==> config.mk <==
export PLATFORM = sky130hd
export DESIGN_NAME = sprite_anim_renderer
export DESIGN_NICKNAME = d
export VERILOG_FILES = /design/src/rtl/sprite_pkg.sv /design/src/rtl/sprite_anim_seq.sv /design/src/rtl/sprite_anim_renderer.sv
export SDC_FILE = /design/constraint.sdc
export NUM_CORES = 1
export LEC_CHECK = 0
export CAP_MARGIN = 0
export CELL_PAD_IN_SITES_DETAIL_PLACEMENT = 1
export CELL_PAD_IN_SITES_GLOBAL_PLACEMENT = 2
export CORE_MARGIN = 2
export CORE_UTILIZATION = 29
export CTS_BUF_LIST = sky130_fd_sc_hd__clkbuf_2
export CTS_CLUSTER_DIAMETER = 40
export CTS_CLUSTER_SIZE = 28
export DETAILED_ROUTE_END_ITERATION = 10
export GPL_ROUTABILITY_DRIVEN = 1
export HOLD_SLACK_MARGIN = 0.03
export PLACE_DENSITY = 0.81
export SYNTH_ARGS = -nofsm -noshare
export SYNTH_HDL_FRONTEND = slang
export SYNTH_HIERARCHICAL = 1
export SYNTH_SLANG_ARGS = --single-unit
export TNS_END_PERCENT = 10
==> constraint.sdc <==
create_clock -name vga_clk -period 1.65 [get_ports vga_clk]
set_clock_uncertainty 0.1 [all_clocks]
set_input_delay 0.165 -clock vga_clk [delete_from_list [all_inputs] [get_ports vga_clk]]
set_output_delay 0.165 -clock vga_clk [all_outputs]
set_load 0.05 [all_outputs]
==> src/rtl/sprite_pkg.sv <==
// Shared types and screen constants for the animated sprite renderer.
package sprite_pkg;

  localparam int COORD_W  = 10;
  localparam int H_ACTIVE = 640;
  localparam int V_ACTIVE = 480;

  typedef enum logic [1:0] {
    IDLE = 2'd0,
    PLAY = 2'd1,
    DONE = 2'd2
  } anim_state_t;

  typedef enum logic {
    LOOP    = 1'b0,
    ONESHOT = 1'b1
  } anim_mode_t;

endpackage

==> src/rtl/sprite_anim_seq.sv <==
// Animation sequencer: steps through sprite-sheet frames, holding each for
// HOLD_TICKS video frames, in loop or one-shot mode.
module sprite_anim_seq
  import sprite_pkg::*;
#(
  parameter int FRAMES     = 4,
  parameter int HOLD_TICKS = 8,
  localparam int FR_W      = (FRAMES > 1) ? $clog2(FRAMES) : 1
) (
  input  logic            vga_clk,
  input  logic            reset_n,
  input  logic            frame_start,
  input  logic            anim_start,
  input  logic            anim_mode,
  output logic [FR_W-1:0] anim_frame,
  output logic            anim_busy,
  output logic            anim_done,
  output logic [1:0]      anim_state
);

  localparam int CNT_W = (HOLD_TICKS > 1) ? $clog2(HOLD_TICKS) : 1;
  localparam logic [CNT_W-1:0] CNT_LAST   = CNT_W'(HOLD_TICKS - 1);
  localparam logic [FR_W-1:0]  FRAME_LAST = FR_W'(FRAMES - 1);

  anim_state_t      state_q, state_d;
  anim_mode_t       mode_q, mode_d;
  logic [FR_W-1:0]  frame_q, frame_d;
  logic [CNT_W-1:0] cnt_q, cnt_d;

  always_ff @(posedge vga_clk or negedge reset_n) begin
    if (!reset_n) begin
      state_q <= IDLE;
      mode_q  <= LOOP;
      frame_q <= '0;
      cnt_q   <= '0;
    end else begin
      state_q <= state_d;
      mode_q  <= mode_d;
      frame_q <= frame_d;
      cnt_q   <= cnt_d;
    end
  end

  // anim_start restarts from any state and swallows a coincident frame_start.
  always_comb begin
    state_d = state_q;
    mode_d  = mode_q;
    frame_d = frame_q;
    cnt_d   = cnt_q;
    if (anim_start) begin
      state_d = PLAY;
      mode_d  = anim_mode_t'(anim_mode);
      frame_d = '0;
      cnt_d   = '0;
    end else begin
      case (state_q)
        IDLE: begin
          frame_d = '0;
          cnt_d   = '0;
        end
        PLAY: begin
          if (frame_start) begin
            if (cnt_q == CNT_LAST) begin
              cnt_d = '0;
              if (frame_q == FRAME_LAST) begin
                if (mode_q == ONESHOT) state_d = DONE;
                else                   frame_d = '0;
              end else begin
                frame_d = frame_q + 1'b1;
              end
            end else begin
              cnt_d = cnt_q + 1'b1;
            end
          end
        end
        DONE: ;
        default: state_d = IDLE;
      endcase
    end
  end

  always_comb begin
    anim_frame = frame_q;
    anim_busy  = (state_q == PLAY);
    anim_done  = (state_q == DONE);
    anim_state = state_q;
  end

endmodule

==> src/rtl/sprite_anim_renderer.sv <==
// Animated, scaled, flippable sprite renderer driving an external synchronous
// ROM; emits palette index + hit three cycles after the pixel coordinates.
module sprite_anim_renderer
  import sprite_pkg::*;
#(
  parameter int SPRITE_W   = 64,
  parameter int SPRITE_H   = 64,
  parameter int FRAMES     = 4,
  parameter int IDX_W      = 4,
  parameter int SCALE_SH   = 1,
  parameter int HOLD_TICKS = 8,
  parameter int TRANSP_IDX = 0,
  localparam int ADDR_W    = $clog2(SPRITE_W * SPRITE_H * FRAMES),
  localparam int FR_W      = (FRAMES > 1) ? $clog2(FRAMES) : 1
) (
  input  logic               vga_clk,
  input  logic               reset_n,
  input  logic               frame_start,
  input  logic               anim_start,
  input  logic               anim_mode,
  input  logic               flip_x,
  input  logic [COORD_W-1:0] sprite_x,
  input  logic [COORD_W-1:0] sprite_y,
  input  logic [COORD_W-1:0] DrawX,
  input  logic [COORD_W-1:0] DrawY,
  input  logic               blank,
  output logic [ADDR_W-1:0]  rom_address,
  input  logic [IDX_W-1:0]   rom_q,
  output logic [IDX_W-1:0]   pix_idx,
  output logic               pix_hit,
  output logic [FR_W-1:0]    anim_frame,
  output logic               anim_busy,
  output logic               anim_done,
  output logic [1:0]         anim_state
);

  localparam int LX_W = (SPRITE_W > 1) ? $clog2(SPRITE_W) : 1;
  localparam int LY_W = (SPRITE_H > 1) ? $clog2(SPRITE_H) : 1;
  localparam logic [COORD_W:0] BOX_W = (COORD_W + 1)'(SPRITE_W << SCALE_SH);
  localparam logic [COORD_W:0] BOX_H = (COORD_W + 1)'(SPRITE_H << SCALE_SH);

  logic [COORD_W:0] dx, dy;
  logic             in_box;
  logic [LX_W-1:0]  lx_raw, lx;
  logic [LY_W-1:0]  ly;
  logic [ADDR_W-1:0] addr_d;
  logic             opaque;
  logic             v1, v2;

  sprite_anim_seq #(
    .FRAMES     (FRAMES),
    .HOLD_TICKS (HOLD_TICKS)
  ) u_seq (
    .vga_clk     (vga_clk),
    .reset_n     (reset_n),
    .frame_start (frame_start),
    .anim_start  (anim_start),
    .anim_mode   (anim_mode),
    .anim_frame  (anim_frame),
    .anim_busy   (anim_busy),
    .anim_done   (anim_done),
    .anim_state  (anim_state)
  );

  // The extra MSB of dx/dy is the borrow: set when the pixel lies left/above.
  always_comb begin
    dx     = {1'b0, DrawX} - {1'b0, sprite_x};
    dy     = {1'b0, DrawY} - {1'b0, sprite_y};
    in_box = ~dx[COORD_W] & ~dy[COORD_W] & (dx < BOX_W) & (dy < BOX_H);
    lx_raw = LX_W'(dx >> SCALE_SH);
    ly     = LY_W'(dy >> SCALE_SH);
    lx     = flip_x ? (LX_W'(SPRITE_W - 1) - lx_raw) : lx_raw;
    addr_d = ADDR_W'(anim_frame) * ADDR_W'(SPRITE_W * SPRITE_H)
           + ADDR_W'(ly) * ADDR_W'(SPRITE_W)
           + ADDR_W'(lx);
    opaque = (rom_q != IDX_W'(TRANSP_IDX));
  end

  always_ff @(posedge vga_clk or negedge reset_n) begin
    if (!reset_n) begin
      rom_address <= '0;
      v1          <= 1'b0;
      v2          <= 1'b0;
      pix_hit     <= 1'b0;
      pix_idx     <= '0;
    end else begin
      if (in_box) rom_address <= addr_d;
      v1      <= in_box & blank;
      v2      <= v1;
      pix_hit <= v2 & opaque;
      pix_idx <= (v2 && opaque) ? rom_q : '0;
    end
  end

endmodule

# Yosys cells after proc, flatten, opt, wreduce, memory -nomap -nowiden
# Index checks and enable logic that the tools add are counted.
[word_totals]
output_inout_bits = 25
inputBits = 51
wordCells = 61
register_bits = 29
[op_classes]
n_lt_le_gt_ge = 2
n_reduce_logical = 8
mux = 18
n_eq_ne = 10
add_sub_neg = 7
n_bitwise = 7
[ops]
columns = ["op", "count"]
rows = [
  ["$lt 11x8->1 const B", 2],
  ["$sub 10x10->11", 2],
  ["$mux 2", 10],
  ["$add 14x12->14", 1],
  ["$add 14x6->14", 1],
  ["$mux 3", 3],
  ["$ne 3x2->1 const B", 3],
  ["$pmux 2 s2", 2],
  ["$mux 6", 1],
  ["$pmux 3 s2", 1],
  ["$sub 6x6->6 const A", 1],
  ["$and 1x1->1", 5],
  ["$reduce_and 5->1", 1],
  ["$eq 2x2->1 const B", 2],
  ["$mux 4", 1],
  ["$ne 4x4->1 const B", 1],
  ["$reduce_and 4->1", 1],
  ["$reduce_bool 4->1", 1],
  ["$add 3x1->3 const B", 1],
  ["$eq 3x3->1 const B", 1],
  ["$ne 3x3->1 const B", 1],
  ["$reduce_bool 3->1", 1],
  ["$add 2x1->2 const B", 1],
  ["$eq 2x1->1 const B", 1],
  ["other kinds (6)", 7],
]

# Depth between registers and ports, before layout
[logic_depth]
word_depth = 6
mapped_depth = 11
depth_no_buf = 10

# Cells and area by module
# Netlist, hierarchy kept.
[modules_own_cells]
columns = ["module", "n_inst", "seq_area_each_um2", "cells_per_inst", "area_per_inst_um2"]
rows = [
  ["sprite_anim_renderer", 1, 525.5, 188, 1848.0],
  ["sprite_anim_seq", 1, 200.2, 45, 494.2],
]

# Worst setup path before layout
# OpenSTA, ideal clock, no wires.
[synth_path]
path_type = "input port to flip-flop"
start = "in DrawX[0]"
end = "reg rom_address[0]"
n_path_buf = 1
setup_ns = 0.125
stages = 11
arrival_ns = 2.271
slack_ns = -0.846
required_time_ns = 1.425
cell_sequence = "nand2b_4 > inv_1 > fa_1 > nand2b_1 > a21oi_1 > o41ai_1 > and3_1 > nor4_4 > nand4_4 > buf_6 > mux2_4"
[synth_between]
elab_chain_len = 5
word_cells_on_any_way = 9
classes_between = "add/sub: 3; order compare: 1; mux: 1; bitwise: 4"
[synth_lines]
columns = ["item", "line", "source"]
rows = [
  ["start: declaration", "sprite_anim_renderer.sv:24", "input logic [COORD_W-1:0] DrawX,"],
  ["$sub 10x10->11 *", "sprite_anim_renderer.sv:67", "dx = {1'b0, DrawX} - {1'b0, sprite_x};"],
  ["parallel branches: the longest is 4 deep, another holds $add 14x6->14", "-", ""],
  ["end signal: assignment", "sprite_anim_renderer.sv:87", "if (in_box) rom_address <= addr_d;"],
  ["end: declaration", "sprite_anim_renderer.sv:27", "output logic [ADDR_W-1:0] rom_address,"],
]
# Every way passes the cells marked *.
# A chain may end at the register's enable or synchronous reset.

# Worst setup path in the final report
[layout_path]
start = "in sprite_y[1]"
end = "reg rom_address[12]"
[layout_between]
elab_chain_len = 5
word_cells_on_any_way = 8
classes_between = "add/sub: 3; order compare: 1; bitwise: 4"
[layout_lines]
columns = ["item", "line", "source"]
rows = [
  ["start: declaration", "sprite_anim_renderer.sv:23", "input logic [COORD_W-1:0] sprite_y,"],
  ["$sub 10x10->11 *", "sprite_anim_renderer.sv:68", "dy = {1'b0, DrawY} - {1'b0, sprite_y};"],
  ["parallel branches: the longest is 4 deep, another holds $add 14x12->14", "-", ""],
]
# Marks and branches as above.

==> metrics <==
status=finished with violations; failing checks=setup timing; Ys Warns=6; Max-slew headroom=75.7%; vias in the first global route=2,483; most common cell after layout, fill and taps aside=buf_4; setup ws final=-413 ps; placed insts=454; CTS tree=done; drt wl/cell=14.1 um; crit path launch type=input port; Synth async-reset ratio=100%; Req. time, crit path=1790 ps; crit path buf inv count=2; max cap viols=0; fill count=871; clock buffer depth=2; CP startpoint=sprite_y[1]; sequential share of the synthesized area=31.0%; Final Wtd Congestion=0.704; fin. max-slew vios=0; antenna fix cells=0; die area=8810 um2; global route overflow=0; Area Overhead vs Synth=72.3%; RSZ-0062 raised after global routing=yes; Die Y=93.9 um; Worst VDD drop=375 uV; min-delay worst type=in -> async; Hold Buf Count CTS=0; largest net degree at the start of global routing=30; Crit path max-delay family=simple AND/OR/NAND/NOR gates; leading register cell type out of synthesis=dfrtp_1; Distinct cells, synth=58; crit path kind=in -> reg; TritonCTS buffer count=5; DR vias/cell=4.71; P_leak=1.90 nW; via count=2,223; Total Routed Length=6670 um; IO buf count=75; clock transition at the registers of the reported paths=160 ps; Root Buffer=clkbuf_2; Fmax=0.485 GHz; Die Wd=93.9 um; CP cell instances=dlygate4sd2_1 -> fa_2 -> nand2b_4 -> a21oi_2 -> a211oi_2 -> mux2i_2 -> nor4_4 -> nand4_4 -> buf_8 -> mux2_4; Worst Path Max Fanout=8; initial antenna violation count=0; minimum clock period=2060 ps; DR iter-0 viols=25; Starting Density=30.2%; Core Area=7770 um2; hpwl dp=5090 um; number of flops mapped to enable cells by yosys=0; Mapped Area=2340 um2; Pwr Density=717 nW/um2; H-Tree Depth=2; syn_area_per_cell=10.1 um2; Post-Syn Nets=307; Final Setup Violations=15; Worst-Margin Slew=365 ps; hold_ws=74.6 ps; clk_lat worst skew=350 ps; total global-route track usage=15.6%; critical path capture point type=register; Design Power=2.89 mW; Final Hold Viols=0; pre-CTS setup slack=-1250 ps; post-synthesis cell count=233; RR Startpoint=u_seq/cnt_q[0]$_DFFE_PN0P_; # nets final=443; DRC Markers=0; crit path max-delay cell type=fa_2; final worst-path cycle share=125%; CP arrival=2200 ps; CTS Sinks=29; Ports=76; most frequent cells in the layout=73 x buf_4, 28 x dfrtp_1, 19 x dlygate4sd2_1; post-route ant nets=0; FP Rows=32; first-pass GRT wire length=11,200 um; share of layout cells above drive strength 1=52.4%; final core occ=51.9%; DR pass1 iterations=4; Max stage delay on crit path=400 ps; Post-Layout Cell Count=472; number of synthesized register bits=29
flip-flops by register name (all words and copies together), names as in the netlist:
name              flops
u_seq/anim_state      2
pix_idx               4
v2                    1
pix_hit               1
v1                    1
rom_address          14
u_seq/mode_q          1
u_seq/anim_frame      2
u_seq/cnt_q           3
synth_stat cells (all sizes together) (2+ instances only):
cell / number / area share (%)
a211oi: 2 / 1.1
a21o: 4 / 1.4
a21oi: 16 / 3.6
and2: 5 / 1.3
and2b: 4 / 1.3
buf: 3 / 1.4
dfrtp: 29 / 31
fa: 2 / 1.7
ha: 21 / 11
inv: 28 / 4.5
mux2: 16 / 9.1
mux2i: 4 / 1.7
nand2: 7 / 1.1
nand2b: 9 / 2.7
nand3: 6 / 1.3
nand3b: 2 / 0.64
nand4: 3 / 1.4
nor2: 8 / 1.3
nor2b: 2 / 0.53
nor3: 4 / 0.85
nor3b: 3 / 1.2
nor4: 2 / 1.4
o211ai: 2 / 0.85
o21ai: 10 / 2.1
o21bai: 2 / 1.1
o22ai: 3 / 0.80
o311ai: 2 / 0.75
xnor2: 11 / 4.1
xor2: 5 / 1.9
metal layers:
layer	vias to the layer above	wire [um]	global-route usage, %
li1	1102	-	-
met1	1055	2870	18.6
met2	60	3450	28.9
met3	6	301	3.13
met4	0	46	3.02
met5	-	0	0
cell families after synthesis:
family          Yosys count  synth area share [%]
flops                    29                  31.0
mux                      20                  10.8
simple gates             61                  17.4
buf+inv                  32                  6.14
compound gates           52                  15.8
xor+xnor                 16                  5.98
fa+ha+maj                23                  12.9
final cells by class:
type                            instances  area (um2)  share of cell area (%)
Clock buffer                            6        30.0                   0.744
Clock inverter                          2        33.8                   0.837
Inverter                               28         110                    2.73
Multi-Input combinational cell        172        1870                    46.4
Sequential cell                        29         727                    18.0
Tap cell                              102         128                    3.16
Timing Repair Buffer                  133        1130                    28.1
where the power goes:
part | internal (mW) | switching [mW]
sequential | 0.809 | 0.0722
clock | 0.259 | 0.246
combinational | 0.730 | 0.777
worst paths after layout:
kind	to	slack [ps]	depth (start not counted)
max	rom_address[12]$_DFFE_PN0P_	-410	10
min	u_seq/cnt_q[2]$_DFFE_PN0P_	70	2
max reg2reg	u_seq/anim_frame[0]$_DFFE_PN0P_	170	5
min reg2reg	v2$_DFF_PN0_	280	0
max in group asynchronous	rom_address[10]$_DFFE_PN0P_	1090	2
min in group vga_clk	v1$_DFF_PN0_	240	3
worst reg2reg max path, stage by stage (launching register included):
cell and delay [ps]:
dfrtp_1 430, ha_1 210, ha_1 240, o2bb2ai_1 210, nand3_1 120, o311ai_1 100
through the flow:
step / instance area, um2 / setup TNS [ps]
after global routing: 4040 / -6630
after detailed placement: 3630 / -18240
final: 4040 / -5700
after global placement: 3630 / -17110
after CTS: 3980 / -5930
after floorplan: 2450 / -8620
what timing repair did:
action                                  4_1_cts  5_1_grt
gates resized for setup                     132       19
endpoints found under the setup margin       17       17
pin swaps                                    34       22
buffers inserted                              9        2
No activity file was read; power rests on OpenSTA's default activity.
==> edit, RTL diff (same settings) <==
Make the reset (`reset_n`) synchronous in 2 clocked blocks.
--- a/src/rtl/sprite_anim_seq.sv
+++ b/src/rtl/sprite_anim_seq.sv
@@ -27,7 +27,7 @@
   logic [FR_W-1:0]  frame_q, frame_d;
   logic [CNT_W-1:0] cnt_q, cnt_d;
 
-  always_ff @(posedge vga_clk or negedge reset_n) begin
+  always_ff @(posedge vga_clk) begin
     if (!reset_n) begin
       state_q <= IDLE;
       mode_q  <= LOOP;
--- a/src/rtl/sprite_anim_renderer.sv
+++ b/src/rtl/sprite_anim_renderer.sv
@@ -76,7 +76,7 @@
     opaque = (rom_q != IDX_W'(TRANSP_IDX));
   end
 
-  always_ff @(posedge vga_clk or negedge reset_n) begin
+  always_ff @(posedge vga_clk) begin
     if (!reset_n) begin
       rom_address <= '0;
       v1          <= 1'b0;
Function: differs if reset_n is asserted again (counterexample within 4 cycles, from zero or initial values and one cycle with reset_n low); with reset_n held inactive, the same outputs for 10 cycles.
==> edit against the unedited design <==
- the flow still finishes with violations (negative setup slack)
- final area fell by 2.3%
- routed wire length rose by 5.0%
- global-route usage rose by 1.0 points
- sequential cell count did not move
- area after synthesis fell by 5.0%
- setup slack improved by 0.062 ns
- register-to-register slack got worse by 0.06 ns
- total power fell by 29%
- largest cell class unchanged
==> edit: results (changes against the unedited design) <==
outcome complete, but fails checks (unchanged); failing checks negative setup slack (unchanged); share of cells above drive strength 1 50.0% (was 52.4%); Synth area leaders dfxtp_1 26%, ha_1 12%, mux2i_1 7.2% (was dfrtp_1 31%, ha_1 11%, mux2_4 5.8%); routed vias/inst 4.79 (was 4.71); Critical Path AT 2.15 ns (was 2.20 ns); Sw Share 33.7% (was 37.8%); Setup WS post-layout -0.351 ns (was -0.413 ns); final setup fails 15 (unchanged); WHS 0.185 ns (was 0.0746 ns); fillers 816 (was 871); GR Util met3 2.71% (was 3.13%); largest net degree at the start of global routing 39 (was 30); Gate power share 48.6% (was 52.1%); post-synthesis async set-or-reset flop share 0% (was 100%); Critical Path Sink rom_address[0]$_SDFFE_PN0P_ (was rom_address[12]$_DFFE_PN0P_); dpl ws -1.15 ns (was -1.25 ns); 1st-iter DRT viols 89 (was 25); Mapped Nets 335 (was 307); top cells by count, synth 38 x nand2_1, 29 x dfxtp_1, 24 x inv_1 (was 29 x dfrtp_1, 28 x inv_1, 21 x ha_1); Post-DP Area 0.00353 mm2 (was 0.00363 mm2); Hold/Removal Path Class input pin to flip-flop (was input pin to asynchronous set/reset pin); RR Startpoint u_seq/cnt_q[0]$_SDFFE_PP0P_ (was u_seq/cnt_q[0]$_DFFE_PN0P_); Worst-Margin Slew 0.483 ns (was 0.365 ns); R2R setup slack 0.11 ns (was 0.17 ns); DPL Wire Length 5.12 mm (was 5.09 mm); first-pass GRT wire length 11.5 mm (was 11.2 mm); GRT Resource Usage Total 16.6% (was 15.6%); met2 GRT Util 32.8% (was 28.9%); CP max-delay cell a221o_1 (was fa_2); post-synthesis mux area share 7.70% (was 10.8%); Clk. pwr 0.000345 W (was 0.000505 W); routed wl met2 3.88 mm (was 3.45 mm); Post-Synth XOR/XNOR Area 5.90% (was 5.98%); total number of vias 2354 (was 2223); WL per Instance 14.2 um (was 14.1 um); post-synthesis compound-gate area fraction 17.7% (was 15.8%); register area share after synthesis 26.1% (was 31.0%); grt met1 use 18.5% (was 18.6%); Met1 Wirelength 2.80 mm (was 2.87 mm); CP delay by family, top compound AO/OA/AOI/OAI gates (was simple AND/OR/NAND/NOR gates); Design Power 0.00206 W (was 0.00289 W); Distinct cells, synth 54 (was 58); CP startpoint sprite_x[4] (was sprite_y[1]); Post-Syn Instances 260 (was 233)
[edit: changes by cell type after synthesis, sizes merged, moves of 4 or more]
cell / before / now
inv: 28 / 24
dfrtp: 29 / 0
a31oi: 1 / 5
mux2: 16 / 1
nand2: 7 / 38
a21oi: 16 / 9
nor2b: 2 / 10
clkbuf: 1 / 5
mux2i: 4 / 16
dfxtp: 0 / 29
and3: 1 / 5
nor3: 4 / 0
[edit: layout make-up]
class                      count  area share [%]
clock buffer                   5           0.635
clock inverter                 3           0.444
inverter                      24            2.47
multi-input combinational    197            49.4
sequential                    29            14.7
tap                           99            3.14
timing repair buffer         134            29.2
[edit: cells by family after synthesis]
kind of cell / Yosys count
adders and majority gates: 24
xor gates and xnor gates: 15
DFF: 29
buffers and inverters: 34
AOI/OAI and AO/OA: 53
and+or+nand+nor: 88
muxes: 17
[edit: repair_timing]
item / CTS / global route
buffers inserted: 9 / 3
setup endpoints to repair: 16 / 19
hold buffers: 0 / 0
resized for setup: 164 / 26
pin swaps: 40 / 20
cloned: 1 / 0
